### src/rtl/seg7_scan_driver.sv
// Four-digit multiplexed 7-segment driver: snapshots a 16-bit hex value and
// scans it onto the display with a prescaled digit rate and optional leading-zero blanking.
module seg7_scan_driver #(
   parameter int unsigned SCAN_DIV     = 1000,
   parameter bit          COMMON_ANODE = 1'b1
) (
   input  logic        clk,
   input  logic        rst,
   input  logic        load,
   input  logic [15:0] din,
   input  logic [3:0]  dp_in,
   input  logic        blank_lz,
   output logic [3:0]  an,
   output logic [6:0]  seg,
   output logic        dp,
   output logic        frame_done
);

   localparam int unsigned CNT_W   = 16;
   localparam int unsigned DIGITS  = 4;
   localparam int unsigned SEG_W   = 7;
   localparam logic [CNT_W-1:0] DIV_LAST = CNT_W'(SCAN_DIV - 1);

   // Polarity masks: XOR an active-high value with these to get the pin level.
   localparam logic [DIGITS-1:0] AN_POL  = COMMON_ANODE ? {DIGITS{1'b1}} : '0;
   localparam logic [SEG_W-1:0]  SEG_POL = COMMON_ANODE ? {SEG_W{1'b1}}  : '0;
   localparam logic              DP_POL  = COMMON_ANODE;

   logic [CNT_W-1:0]  cnt;
   logic [1:0]        idx;
   logic [15:0]       snap;
   logic [DIGITS-1:0] dps;

   logic              tick_c;
   logic [3:0]        nibble_c;
   logic [DIGITS-1:0] nz_c;
   logic              digit_on_c;
   logic [DIGITS-1:0] an_hi_c;
   logic [SEG_W-1:0]  seg_hi_c;
   logic              dp_hi_c;

   // Active-high hex decode, bit order {g,f,e,d,c,b,a}.
   function automatic logic [SEG_W-1:0] hex_decode(input logic [3:0] n);
      logic [SEG_W-1:0] s;
      case (n)
         4'h0: s = 7'h3F;
         4'h1: s = 7'h06;
         4'h2: s = 7'h5B;
         4'h3: s = 7'h4F;
         4'h4: s = 7'h66;
         4'h5: s = 7'h6D;
         4'h6: s = 7'h7D;
         4'h7: s = 7'h07;
         4'h8: s = 7'h7F;
         4'h9: s = 7'h6F;
         4'hA: s = 7'h77;
         4'hB: s = 7'h7C;
         4'hC: s = 7'h39;
         4'hD: s = 7'h5E;
         4'hE: s = 7'h79;
         default: s = 7'h71;
      endcase
      return s;
   endfunction

   // Current-digit selection and blanking; nz_c[k] means nibble k or any higher nibble is nonzero.
   always_comb begin
      tick_c     = (cnt == DIV_LAST);
      nibble_c   = 4'(snap >> {idx, 2'b00});
      nz_c[3]    = |snap[15:12];
      nz_c[2]    = nz_c[3] | (|snap[11:8]);
      nz_c[1]    = nz_c[2] | (|snap[7:4]);
      nz_c[0]    = 1'b1;
      digit_on_c = !blank_lz || nz_c[idx];
      an_hi_c    = '0;
      seg_hi_c   = '0;
      dp_hi_c    = 1'b0;
      if (digit_on_c) begin
         an_hi_c  = DIGITS'(1) << idx;
         seg_hi_c = hex_decode(nibble_c);
         dp_hi_c  = dps[idx];
      end
   end

   always_ff @(posedge clk or posedge rst) begin
      if (rst) begin
         cnt        <= '0;
         idx        <= '0;
         snap       <= '0;
         dps        <= '0;
         frame_done <= 1'b0;
         an         <= AN_POL;
         seg        <= SEG_POL;
         dp         <= DP_POL;
      end else begin
         cnt        <= tick_c ? '0 : cnt + CNT_W'(1);
         frame_done <= tick_c && (idx == 2'd3);
         if (tick_c) begin
            idx <= idx + 2'd1;
         end
         if (load) begin
            snap <= din;
            dps  <= dp_in;
         end
         an  <= an_hi_c ^ AN_POL;
         seg <= seg_hi_c ^ SEG_POL;
         dp  <= dp_hi_c ^ DP_POL;
      end
   end

endmodule

### config.mk
export PLATFORM = sky130hd
export DESIGN_NAME = seg7_scan_driver
export DESIGN_NICKNAME = d
export VERILOG_FILES = /design/src/rtl/seg7_scan_driver.sv
export SDC_FILE = /design/constraint.sdc
export NUM_CORES = 1
export LEC_CHECK = 0
export CORE_AREA = 3 3 70 72
export DETAILED_ROUTE_END_ITERATION = 8
export DIE_AREA = 0 0 73 75
export PLACE_DENSITY = 0.81
export SLEW_MARGIN = 20
export SYNTH_ARGS = -nofsm -noshare
export SYNTH_HDL_FRONTEND = slang
export SYNTH_SLANG_ARGS = --single-unit
### constraint.sdc
create_clock -name clk -period 3.9 [get_ports clk]
set_input_delay 1.17 -clock clk [delete_from_list [all_inputs] [get_ports clk]]
set_output_delay 1.17 -clock clk [all_outputs]
set_load 0.02 [all_outputs]
==> flow_summary.json, run 1 <==
{
  "postCtsHoldBufs": 0,
  "cts_sinks": 51,
  "design.core.area_um2": 4350,
  "run_status": "finished, final reports clean",
  "grt_overflow_total": 0,
  "die_h_um": 75,
  "wl_um": 4120,
  "timing.critical_path.arrival_ns": 1.41,
  "insertion_delay_ns": 0.30,
  "post-route-min-period_ns": 2.58,
  "cts.repair_timing.setup_buffer_count": 0,
  "drc": 0,
  "grt_pass1_wl_um": 7190,
  "synthesis.area_um2": 2460,
  "drt_iter0_markers": 140,
  "library_cell_contributing_the_largest_single_delay_on_the_critical_path": "sky130_fd_sc_hd__clkdlybuf4s50_1",
  "worst_slew_pin_tran_ns": 0.869,
  "r2r_start": "idx[0]$_DFFE_PP0N_",
  "design.portCount": 37,
  "avgRoutedWirePerCell_um": 14.3,
  "synthDistinctLibCells": 36,
  "critical-path-top-delay-family": "buffers and inverters",
  "whs_ns": 0.485,
  "worst-r2r-cell-count": 7,
  "htree_num_levels": 2,
  "antenna_violations_before_repair": 0,
  "track_usage_pct": 17.3,
  "ant_nets": 0,
  "total_leakage_power_nw": 1.21,
  "fin_tns_setup_ns": 0,
  "yosysSeqAreaShare_pct": 52.5,
  "switching_share_pct": 25.0,
  "clock_power_share_pct": 27.4,
  "vdd_ir_drop_max_mv": 0.272,
  "seqPwrFrac_pct": 55.7,
  "timing.final.crit_share_pct": 66.2,
  "clkSlewWorstSetupHoldPaths_ns": 0.09,
  "numCtsBuffers": 5,
  "synth-seq-cells": 51,
  "cts_max_path_buffers": 2,
  "placementRows": 24,
  "syn-instance-count": 200,
  "area_added_between_synthesis_and_finish_pct": 19.1,
  "slew-limit-headroom_pct": 41.9,
  "path_cells": "clkdlybuf4s50_1",
  "post_drt_via_cell_ratio": 5.47,
  "cpPeakStageDelay_ns": 0.59,
  "drt_pass1_iterations": 4,
  "rsz_0062_raised_after_global_routing": "false",
  "hold_violations": 0,
  "tritoncts": "done",
  "critPathRequiredTime_ns": 2.73,
  "postCtsResizedCells": 0,
  "gp_congestion": 0.775,
  "clock.fmax_mhz": 387,
  "initial_utilization_pct": 56.5,
  "netSwitchingPower_mw": 0.264,
  "drive_above_1_share_pct": 20.3,
  "setup.worst_path.end_class": "output port",
  "detailedPlacementHpwl_um": 2950,
  "p_int_mw": 0.793,
  "largest_net_degree_at_the_start_of_global_routing": 52,
  "routed-via-count": 1581,
  "die_w_um": 73,
  "cell_at_the_root_of_the_clock_tree": "sky130_fd_sc_hd__clkbuf_8",
  "timing.hold.worst.class": "reg2reg",
  "postSynthNetCount": 235,
  "grt_pass1_vias": 1564,
  "syn_area_per_cell_um2": 12.3,
  "finish.net_count": 271,
  "powerDensity_nw_per_um2": 361,
  "cp_depth": 1,
  "finalMaxSlewViolations": 0,
  "final_core_util_pct": 67.3,
  "die_area_um2": 5480,
  "hold_start": "cnt[15]$_DFF_PP0_",
  "setup_violations": 0,
  "cap_violations": 0,
  "design_power_total_mw": 1.06,
  "crit_path_start": "dp$_DFF_PP1_",
  "hold_path_depth": 1,
  "yosysWarnings": 0,
  "worst-path-buf-inv": 1,
  "p_comb_share_pct": 16.9,
  "startpoint_class_of_the_critical_path": "flip-flop",
  "critPathMaxFanout": 1,
  "worstSetupPathType": "reg2out",
  "antenna-diode-count": 0,
  "portBuffers": 36,
  "layout_skew_ns": 0.00642
}
## power groups by stage
stage	sequential (mW)	combinational, mW	clock [mW]
after floorplan	0.615	0.0971	0
after global routing	0.594	0.196	0.322
after global placement	0.599	0.177	0
after detailed placement	0.600	0.180	0
after CTS	0.590	0.180	0.301
final	0.590	0.178	0.290
## flip-flops by register name, indices dropped and copies added (netlist names)
register and cells:
an 4, cnt 16, dp 1, dps 4
frame_done 1, idx 2, seg 7, snap 16
## cells by family (layout without fill, tap and decap cells)
logic type | Yosys count | count (layout) | synth area share [%]
AND/OR/NAND/NOR | 55 | 55 | 11.3
adder cells (fa/ha/maj) | 11 | 11 | 5.59
AO/OA/AOI/OAI | 20 | 20 | 5.14
buffers and inverters | 14 | 51 | 2.95
XOR/XNOR | 16 | 16 | 5.69
flip-flops | 51 | 51 | 52.5
multiplexers | 33 | 33 | 16.9
## final cells by class
cell class / count / area (µm²)
clock buffers: 6 / 72.6
clock inverters: 2 / 12.5
fillers: 332 / 1420
inverters: 7 / 27.5
multi-input cells: 135 / 1100
flip-flops and latches: 51 / 1290
well taps: 52 / 65.1
repair buffers: 36 / 360
## final timing paths
| kind | endpoint | slack (ns) |
|---|---|---|
| setup / recovery | dp | 1.32 |
| hold / removal | cnt[15]$_DFF_PP0_ | 0.49 |
| setup reg to reg | seg[0]$_DFF_PP1_ | 1.55 |
| hold reg to reg | cnt[15]$_DFF_PP0_ | 0.49 |
| max in group asynchronous | snap[4]$_DFFE_PP0P_ | 2.09 |
| min in group asynchronous | cnt[2]$_DFF_PP0_ | 1.32 |
## cell usage after synthesis
| cell type | instances | area, µm² |
|---|---|---|
| sky130_fd_sc_hd__nor2_1 | 13 | 48.8 |
| sky130_fd_sc_hd__nor3b_1 | 2 | 15.0 |
| sky130_fd_sc_hd__o221ai_1 | 1 | 8.76 |
| sky130_fd_sc_hd__mux4_2 | 1 | 22.5 |
| sky130_fd_sc_hd__a211oi_1 | 3 | 22.5 |
| sky130_fd_sc_hd__xnor2_1 | 9 | 78.8 |
| sky130_fd_sc_hd__o21ai_0 | 4 | 20.0 |
| sky130_fd_sc_hd__nor3b_2 | 1 | 12.5 |
| sky130_fd_sc_hd__buf_4 | 1 | 7.51 |
| sky130_fd_sc_hd__mux2_2 | 21 | 236 |
| sky130_fd_sc_hd__or3_1 | 2 | 12.5 |
| sky130_fd_sc_hd__mux2i_1 | 6 | 60.1 |
| sky130_fd_sc_hd__and4_1 | 1 | 8.76 |
| sky130_fd_sc_hd__mux4_1 | 2 | 52.6 |
| sky130_fd_sc_hd__nor3_1 | 1 | 5.00 |
| sky130_fd_sc_hd__nor4_1 | 5 | 31.3 |
| sky130_fd_sc_hd__dfstp_2 | 12 | 315 |
| sky130_fd_sc_hd__o311ai_2 | 1 | 16.3 |
| sky130_fd_sc_hd__nand3_1 | 11 | 55.1 |
| sky130_fd_sc_hd__buf_2 | 1 | 5.00 |
| sky130_fd_sc_hd__o22ai_1 | 1 | 6.26 |
| sky130_fd_sc_hd__o21ai_1 | 2 | 10.0 |
| sky130_fd_sc_hd__buf_6 | 2 | 22.5 |
| sky130_fd_sc_hd__and3_1 | 2 | 12.5 |
| sky130_fd_sc_hd__mux2i_2 | 1 | 13.8 |
| sky130_fd_sc_hd__dfrtp_1 | 39 | 976 |
| sky130_fd_sc_hd__inv_1 | 7 | 26.3 |
| sky130_fd_sc_hd__nand4_1 | 3 | 18.8 |
| sky130_fd_sc_hd__o211ai_1 | 1 | 7.51 |
| sky130_fd_sc_hd__ha_1 | 11 | 138 |
| sky130_fd_sc_hd__nand2_1 | 12 | 45.0 |
| sky130_fd_sc_hd__xor2_1 | 7 | 61.3 |
| sky130_fd_sc_hd__nor2b_1 | 2 | 12.5 |
| sky130_fd_sc_hd__mux2_4 | 2 | 30.0 |
| sky130_fd_sc_hd__a21oi_1 | 7 | 35.0 |
| sky130_fd_sc_hd__clkbuf_1 | 3 | 11.3 |
## metrics by stage
step	std cells	instance area (µm²)	setup WS, ns
6_report	289	2930	1.32
3_5_place_dp	281	2840	1.14
2_1_floorplan	200	2460	1.52
3_3_place_gp	281	2840	1.15
4_1_cts	289	2930	1.30
5_1_grt	289	2930	1.27
## per-layer routing
metal	track usage, %	up-vias	routed length [µm]
li1	-	772	-
met1	21.9	760	1880
met2	28.1	40	1960
met3	3.74	9	173
met4	8.81	0	105
met5	0	-	0
## layout by cell type (no fill, tap or decap), types with 7 or more instances in the layout
cell type / n
sky130_fd_sc_hd__ha_1: 11
sky130_fd_sc_hd__mux2_2: 21
sky130_fd_sc_hd__a21oi_1: 7
sky130_fd_sc_hd__xor2_1: 7
sky130_fd_sc_hd__xnor2_1: 9
sky130_fd_sc_hd__dfrtp_1: 39
sky130_fd_sc_hd__clkdlybuf4s50_1: 36
sky130_fd_sc_hd__dfstp_2: 12
sky130_fd_sc_hd__nand3_1: 11
sky130_fd_sc_hd__nor2_1: 13
sky130_fd_sc_hd__nand2_1: 12
Power figures use the tool's default switching activity.
==> run 2, diff against run 1 <==
CORE_AREA = 3 3 73 75   (was 3 3 70 72)
DIE_AREA = 0 0 76 78   (was 0 0 73 75)
PLACE_DENSITY = 0.75   (was 0.81)
clock period = 2.4 ns   (was 3.9 ns; I/O delays follow)
==> run 2 against run 1 <==
Final area rose by 2.8%. Wire length rose by 1.2%. Flip-flop and latch count did not move. Setup slack got worse by 1.0 ns. Critical path depth did not move. Power rose by 69%. Register-to-register slack got worse by 1.2 ns. First-iteration DRC count rose by 2.9%. Non-clock buffer count rose by 5. Final cell count rose by 6.9%. Utilization fell by 3.5 points. Largest cell class unchanged. Highest routed layer unchanged.
==> flow_summary.json, run 2 (synthesis results as in run 1) <==
{
  "post_drt_via_cell_ratio": 5.15,
  "antenna_violations_before_repair": 0,
  "wl_um": 4170,
  "placementRows": 25,
  "setup.reg_to_reg.worst_slack_ns": 0.38,
  "total_placed_cells_including_tap_cells": 301,
  "startpoint_class_of_the_critical_path": "flip-flop",
  "worst-path-buf-inv": 1,
  "netSwitchingPower_mw": 0.439,
  "clkSlewWorstSetupHoldPaths_ns": 0.09,
  "p_comb_share_pct": 16.5,
  "worstSetupPathType": "reg2out",
  "cpPeakStageDelay_ns": 0.59,
  "critical-path-top-delay-family": "buffers and inverters",
  "hold_violations": 0,
  "wl_met3_um": 158,
  "topmost_layer_with_routed_signal_wires": "met4",
  "p_int_mw": 1.35,
  "final_core_util_pct": 63.8,
  "largest_net_degree_at_the_start_of_global_routing": 52,
  "grt_overflow_total": 0,
  "fin_tns_setup_ns": 0,
  "seqPwrFrac_pct": 53.6,
  "initial_utilization_pct": 52.1,
  "layout_skew_ns": 0.00723,
  "setup.worst_path.end_class": "output port",
  "library_cell_contributing_the_largest_single_delay_on_the_critical_path": "sky130_fd_sc_hd__clkdlybuf4s50_1",
  "total_leakage_power_nw": 1.25,
  "multiInputGateArea_um2": 1100,
  "design.core.area_um2": 4720,
  "portBuffers": 36,
  "cts_sinks": 51,
  "powerDensity_nw_per_um2": 594,
  "area_added_between_synthesis_and_finish_pct": 22.4,
  "timing.final.crit_share_pct": 88.8,
  "routed-wl-met2_um": 1890,
  "post_dp_cell_area_um2": 2910,
  "htree_num_levels": 2,
  "switching_share_pct": 24.5,
  "tritoncts": "done",
  "avgRoutedWirePerCell_um": 13.5,
  "setup_violations": 0,
  "top_library_cells_by_usage_in_the_layout_fill_and_taps_aside": "sky130_fd_sc_hd__dfrtp_1, sky130_fd_sc_hd__clkdlybuf4s50_1, sky130_fd_sc_hd__mux2_2",
  "cts.repair_timing.setup_buffer_count": 0,
  "grt_pass1_vias": 1618,
  "routed-via-count": 1591,
  "timing.critical_path.arrival_ns": 1.41,
  "postCtsHoldBufs": 0,
  "post-route-min-period_ns": 2.13,
  "cts_max_path_buffers": 2,
  "path_cells": "clkdlybuf4s50_1",
  "rsz_0062_raised_after_global_routing": "false",
  "postCtsResizedCells": 0,
  "clock_power_share_pct": 29.9,
  "regArea_um2": 1290,
  "die_h_um": 78,
  "finalMaxSlewViolations": 0,
  "track_usage_pct": 15.6,
  "numCtsBuffers": 5,
  "layout.cells.most_common": "sky130_fd_sc_hd__dfrtp_1",
  "drive_above_1_share_pct": 21.9,
  "ant_nets": 0,
  "met1Wirelength_um": 2070,
  "cap_violations": 0,
  "vdd_ir_drop_max_mv": 0.436,
  "finalInstanceArea_um2": 3010,
  "gp_congestion": 0.842,
  "clock.fmax_mhz": 469,
  "worst_slew_pin_tran_ns": 0.517,
  "finish.net_count": 276,
  "critPathRequiredTime_ns": 1.68,
  "detailedPlacementHpwl_um": 3050,
  "die_w_um": 76,
  "slew-limit-headroom_pct": 64.6,
  "timing.hold.worst.class": "reg2reg",
  "drt_iter0_markers": 144,
  "post_layout_nonfiller_instances": 309,
  "critPathMaxFanout": 1,
  "drc": 0,
  "design.portCount": 37,
  "run_status": "finished, final reports clean",
  "largest_registers": "cnt: 16 flops, snap: 16 flops, seg: 7 flops",
  "drt_pass1_iterations": 4,
  "insertion_delay_ns": 0.30,
  "antenna-diode-count": 0,
  "cell_at_the_root_of_the_clock_tree": "sky130_fd_sc_hd__clkbuf_8",
  "filler_cell_count": 387,
  "grt_pass1_wl_um": 7430,
  "die_area_um2": 5930
}
-- run 2: cell types whose count changed in the layout (fill, tap and decap cells not counted), sizes merged --
cell    delta
clkbuf     +1
clkinv     -2
inv        +1
buf        +5
-- run 2: per-layer routing --
metal | vias to the layer above | global-route usage, %
met1 | 762 | 20.9
met2 | 36 | 24.9
met4 | 0 | 5.98
li1 | 789 | -
met5 | - | 0
met3 | 4 | 3.48
-- run 2: worst paths after layout --
kind / from / end / cells after the start
min: cnt[15]$_DFF_PP0_ / cnt[15]$_DFF_PP0_ / 1
max reg2reg: idx[0]$_DFFE_PP0N_ / seg[0]$_DFF_PP1_ / 6
min reg2reg: cnt[15]$_DFF_PP0_ / cnt[15]$_DFF_PP0_ / 1
min in group asynchronous: rst / dps[1]$_DFFE_PP0P_ / 3
max in group asynchronous: rst / seg[2]$_DFF_PP1_ / 3
max: an[1]$_DFF_PP1_ / an[1] / 1
-- run 2: stage by stage --
| stage | total power [mW] | setup slack, ns | hold WS (ns) |
|---|---|---|---|
| floorplan | 1.16 | 0.418 | 0.447 |
| global placement | 1.27 | 0.455 | 0.465 |
| detailed placement | 1.28 | 0.404 | 0.475 |
| CTS | 1.81 | 0.252 | 0.487 |
| global route | 1.87 | 0.158 | 0.500 |
| finish | 1.79 | 0.268 | 0.485 |
-- run 2: area by class of cell --
cell class	instances	area share, %
Sequential cell	51	42.9
Multi-Input combinational cell	135	36.4
Timing Repair Buffer	41	13.6
Clock buffer	7	3.20
Tap cell	67	2.78
Inverter	7	0.872
Clock inverter	1	0.249
-- run 2: power groups by stage --
stage | sequential (mW) | combinational, mW | clock, mW
floorplan | 0.999 | 0.158 | 0
global placement | 0.975 | 0.294 | 0
detailed placement | 0.977 | 0.298 | 0
CTS | 0.961 | 0.298 | 0.550
global route | 0.967 | 0.323 | 0.580
finish | 0.960 | 0.296 | 0.535
